[src/rtl/fetch_stage.sv]
// rtl/fetch_stage.sv - instruction fetch stage with IF/ID register and stall/flush statistics
module fetch_stage #(
   parameter logic [31:0] PC_RESET = 32'h0000_0000,
   parameter int          CNT_W    = 16
) (
   input  logic             clk,
   input  logic             rst,
   input  logic             hazard,
   input  logic             br_taken,
   input  logic [31:0]      br_addr,
   output logic [31:0]      imem_addr,
   input  logic [31:0]      imem_rdata,
   output logic [31:0]      pc,
   output logic [31:0]      if_id_instr,
   output logic [31:0]      if_id_pc,
   output logic             if_id_valid,
   output logic [5:0]       opcode,
   output logic [4:0]       dest,
   output logic [4:0]       src1,
   output logic [4:0]       src2,
   output logic [31:0]      imm,
   output logic [CNT_W-1:0] stall_cnt,
   output logic [CNT_W-1:0] flush_cnt
);

   logic [31:0] pc_q;
   logic [31:0] pc_next_seq;
   logic [31:0] br_target;

   assign pc_next_seq = pc_q + 32'd4;
   assign br_target   = {br_addr[31:2], 2'b00};

   // Redirect outranks freeze: a squashed fetch slot is never counted as a stall.
   always_ff @(posedge clk) begin
      if (rst) begin
         pc_q        <= PC_RESET;
         if_id_instr <= 32'h0;
         if_id_pc    <= 32'h0;
         if_id_valid <= 1'b0;
         stall_cnt   <= '0;
         flush_cnt   <= '0;
      end else if (br_taken) begin
         pc_q        <= br_target;
         if_id_instr <= 32'h0;
         if_id_pc    <= 32'h0;
         if_id_valid <= 1'b0;
         if (!(&flush_cnt))
            flush_cnt <= flush_cnt + 1'b1;
      end else if (hazard) begin
         if (!(&stall_cnt))
            stall_cnt <= stall_cnt + 1'b1;
      end else begin
         pc_q        <= pc_next_seq;
         if_id_instr <= imem_rdata;
         if_id_pc    <= pc_next_seq;
         if_id_valid <= 1'b1;
      end
   end

   assign pc        = pc_q;
   assign imem_addr = pc_q;

   // An all-zero bubble decodes to opcode 0, which the controller treats as a NOP.
   assign opcode = if_id_instr[31:26];
   assign dest   = if_id_instr[25:21];
   assign src1   = if_id_instr[20:16];
   assign src2   = if_id_instr[15:11];
   assign imm    = {{16{if_id_instr[15]}}, if_id_instr[15:0]};

endmodule

[config.mk]
export PLATFORM = sky130hd
export DESIGN_NAME = fetch_stage
export DESIGN_NICKNAME = d
export VERILOG_FILES = /design/src/rtl/fetch_stage.sv
export SDC_FILE = /design/constraint.sdc
export NUM_CORES = 1
export LEC_CHECK = 0
export ABC_AREA = 0
export CELL_PAD_IN_SITES_DETAIL_PLACEMENT = 0
export CELL_PAD_IN_SITES_GLOBAL_PLACEMENT = 1
export CORE_MARGIN = 10
export CORE_UTILIZATION = 33
export CTS_BUF_LIST = sky130_fd_sc_hd__clkbuf_4
export CTS_CLUSTER_DIAMETER = 40
export CTS_CLUSTER_SIZE = 10
export DETAILED_ROUTE_END_ITERATION = 10
export GPL_TIMING_DRIVEN = 1
export PLACE_DENSITY = 0.92
export SYNTH_ARGS = -nofsm -noshare
export SYNTH_HDL_FRONTEND = slang
export SYNTH_SLANG_ARGS = --single-unit
[constraint.sdc]
create_clock -name clk -period 5.82 [get_ports clk]
set_input_delay 0.873 -clock clk [delete_from_list [all_inputs] [get_ports clk]]
set_output_delay 0.873 -clock clk [all_outputs]
set_load 0.005 [all_outputs]
# Word level (Yosys, flattened, before mapping)
# Cells that the tools add are included.
# W data, S select, Z words.
dict set report totals {
  reg_bits 129
  output_inout_bits 214
  wordCells 21
}
dict set report op_classes {
  add_sub_neg 3
  n_eq_ne 1
  mux 2
  bitwise 3
  reduce_logical 5
}
# operator count
set op_table {}
lappend op_table {{$mux W32} 2}
lappend op_table {{$add A16 B1 Y16 const B} 2}
lappend op_table {{$add A32 B3 Y32 const B} 1}
lappend op_table {{$reduce_and A16 Y1} 2}
lappend op_table {{$not A1 Y1} 3}
lappend op_table {{$reduce_and A3 Y1} 1}
lappend op_table {{$ne A2 B1 Y1 const B} 1}
lappend op_table {{$reduce_and A2 Y1} 1}
lappend op_table {{$reduce_or A2 Y1} 1}

# Logic depth before layout (Yosys ltp)
dict set report depth {
  word_depth 3
  depth_mapped 7
  ltp_nobuf 6
}

# Least setup slack after synthesis
# No wires, ideal clock.
dict set report synth_path {
  path_kind {input port to flip-flop}
  from {input hazard}
  to {register if_id_instr[2]}
  setup_ns 0.128
  arrival_time_ns 2.127
  slack_ns 3.565
  path_stages 5
  n_path_buf 3
  path_cell_list {clkbuf_1 clkbuf_1 buf_1 mux2i_1 nor2_1}
}
# element line
set synth_lines {}
lappend synth_lines {{start, declared} 8} ;# input logic hazard,
lappend synth_lines {{end signal, assigned} 54} ;# if_id_instr <= imem_rdata;
lappend synth_lines {{end, declared} 14} ;# output logic [31:0] if_id_instr,

# Final worst setup path
dict set report layout_path {
  from {register if_id_instr[15]}
  to {output imm[21]}
}
# element line
set layout_lines {}
lappend layout_lines {{end, declared} 21} ;# output logic [31:0] imm,
# No word-level cell between the ends.

==> reports/qor.csv <==
metric,value,unit
status,"complete, no violations",
met2_wirelength,9.70,mm
max-cap-violations,0,
crit_family,flip-flops,
maxSlewViolCount,0,
htree_num_levels,4,
worstSkewPairLatency,520,ps
period_needed,2710,ps
rsz0062_at_grt,no,
fill_cells,1811,
antenna_found_initial,1,
io_pins,282,
fin_nets,978,
p_leak,0.00305,µW
path_max_fanout,20,
cp_num_buf_inv,1,
post_cts_buffers,0,
overflow,0,
crit_path_cell_trace,clkdlybuf4s50_1,
max_slew_margin,31.1,%
ys_seq_area_share,40.0,%
initial_core_util,33.5,%
vdd_drop_max,0.000119,V
final_cell_mix,"clkdlybuf4s50_1, dfxtp_1, nor2_1",
wl_met1,8.04,mm
arrival,1840,ps
netlist_instances,738,
fp.dieH,158,µm
yosysUniqueCellTypes,48,
routed_wl,19.9,mm
fmax,0.369,GHz
powerDensity,209,nW/µm²
finalCritPeriodShare,46.5,%
slowest_stage,dfxtp_1,
grt_pass1_vias,5278,
worstSetupStartpointType,flop,
finalSetupTns,0,ps
path_clk_slew,110,ps
path_class,reg2out,
numPortBuffers,273,
critPathRequiredTime,4950,ps
grt_first_pass_wirelength,29.5,mm
firstDrtPassIters,4,
vias,5592,
hpwl,14.7,mm
stdcell_area,8770,µm²
cts_tree,yes,
clock_skew,17.4,ps
cts_sinks,125,
drt-initial-drc-count,230,
post_cts_resized,0,
yosys-top-cells-area,"dfxtp_1, buf_4, xnor2_1",
synth_flop_cell,dfxtp_1,
drive_gt1_share,6.09,%
final_common_cell,clkdlybuf4s50_1,
setup_viol,0,
grt_max_degree,69,
hold_path.class,reg2reg,
regArea,2500,µm²
hold_viol_final,0,
yosysTopAreaCellShare,40.0,%
cpPeakStageDelay,690,ps
wl_per_cell,17.3,µm
vias_per_cell,4.84,
grt.total_usage,15.0,%
clock-root-buffer,clkbuf_4,
yosys_register_bits,125,
synth-edff-count,0,
postCtsHoldBufs,0,
ant_nets,0,
synth-async-reset-ratio,0,%
multi_input_area,2850,µm²
route.detailed.drc,0,
rows,50,
synth_area,6250,µm²
clockBufferDepth,2,
wl_met3,1.87,mm
area_delta_synth_final,40.3,%
gp_congestion,0.827,
yosys_warnings,0,
core,18600,µm²
tightest_slew,1030,ps
highest_layer,met4,
yosys.area.top_type,dfxtp_1,
placed_area,8460,µm²
die-area,24800,µm²
crit_path_end_kind,output port,
postSynthAreaPerCell,8.47,µm²
die_x,158,µm
cts_buffers,17,
==> synthesized netlist by cell type (2+ instances only) <==
cell type and count:
buf_6 3, buf_2 2, and3_1 5, o21ai_1 2
xnor2_1 38, inv_1 18, nor3b_1 2, ha_1 3
or3_1 2, and4_1 7, nor3_1 28, nand4_1 19
o22ai_1 11, nor4_1 14, or2_2 7, o211ai_1 2
xor2_1 32, nor2_1 69, nor4_2 2, o21ai_0 34
a22o_1 22, clkbuf_1 35, buf_1 3, buf_4 89
a21oi_1 31, mux2i_1 13, o21a_1 12, nand3_1 20
dfxtp_1 125, nor2b_1 7, nand2_1 63, nand4_2 2
==> cell families (layout without fill, tap and decap cells) <==
| group | after synthesis | in the layout | synth area share (%) |
|---|---|---|---|
| muxes | 14 | 14 | 2.26 |
| other | 1 | 8 | 0.0600 |
| xor gates and xnor gates | 70 | 70 | 9.81 |
| adders and majority gates | 3 | 3 | 0.601 |
| and+or+nand+nor | 257 | 257 | 20.7 |
| buffers and inverters | 150 | 327 | 14.8 |
| DFF | 125 | 125 | 40.0 |
| AOI/OAI and AO/OA | 118 | 118 | 11.7 |
==> report_power, final <==
group	switching, µW	internal, µW	total (µW)
Sequential	42.2	883	925
Combinational	95.3	158	254
Clock	335	315	650
==> state kept, by name, summed over array words and instances (netlist names) <==
register and flops:
if_id_pc 30, flush_cnt 16, stall_cnt 16, imem_addr 30, if_id_instr 32, if_id_valid 1
==> layer usage <==
layer | global-route usage [%] | up-vias
li1 | - | 2779
met2 | 25.4 | 214
met1 | 16.8 | 2583
met3 | 5.70 | 16
met4 | 5.79 | 0
met5 | 0 | -
==> tightest hold or removal path: cells and delay by family (launching register included) <==
kind | cells | cell delay [ps]
AOI/OAI and AO/OA | 1 | 50
DFF | 1 | 320
and+or+nand+nor | 1 | 50
==> cell type report <==
class | count | area share [%]
Multi-Input combinational cell | 468 | 32.5
Antenna cell | 2 | 0.0571
Tap cell | 234 | 3.34
Sequential cell | 125 | 28.5
Timing Repair Buffer | 277 | 31.3
Inverter | 18 | 0.770
Clock buffer | 21 | 1.80
Clock inverter | 11 | 1.64
==> per-stage QoR <==
stage | setup WS, ps | utilization [%] | total power (µW) | instances | hold WS [ps]
floorplan | 3570 | - | 1060 | 743 | 442
global placement | 2580 | 45.4 | 1200 | 1122 | 433
global route | 2910 | 47.0 | 1920 | 1155 | 485
detailed placement | 2580 | 45.4 | 1200 | 1122 | 438
CTS | 3010 | 47.0 | 1860 | 1154 | 454
finish | 3110 | 47.0 | 1830 | 1156 | 451
==> worst paths after layout <==
kind / startpoint / to / slack (ps) / cells past startpoint
hold / removal: if_id_pc[30]$_SDFFE_PP0N_ / if_id_pc[30]$_SDFFE_PP0N_ / 450 / 2
setup reg to reg: imem_addr[2]$_SDFFE_PP0P_ / imem_addr[24]$_SDFFE_PP0P_ / 3420 / 6
hold reg to reg: if_id_pc[30]$_SDFFE_PP0N_ / if_id_pc[30]$_SDFFE_PP0N_ / 450 / 2
setup / recovery: if_id_instr[15]$_SDFFE_PP0N_ / imm[21] / 3110 / 1
No activity file was read; power rests on OpenSTA's default activity.
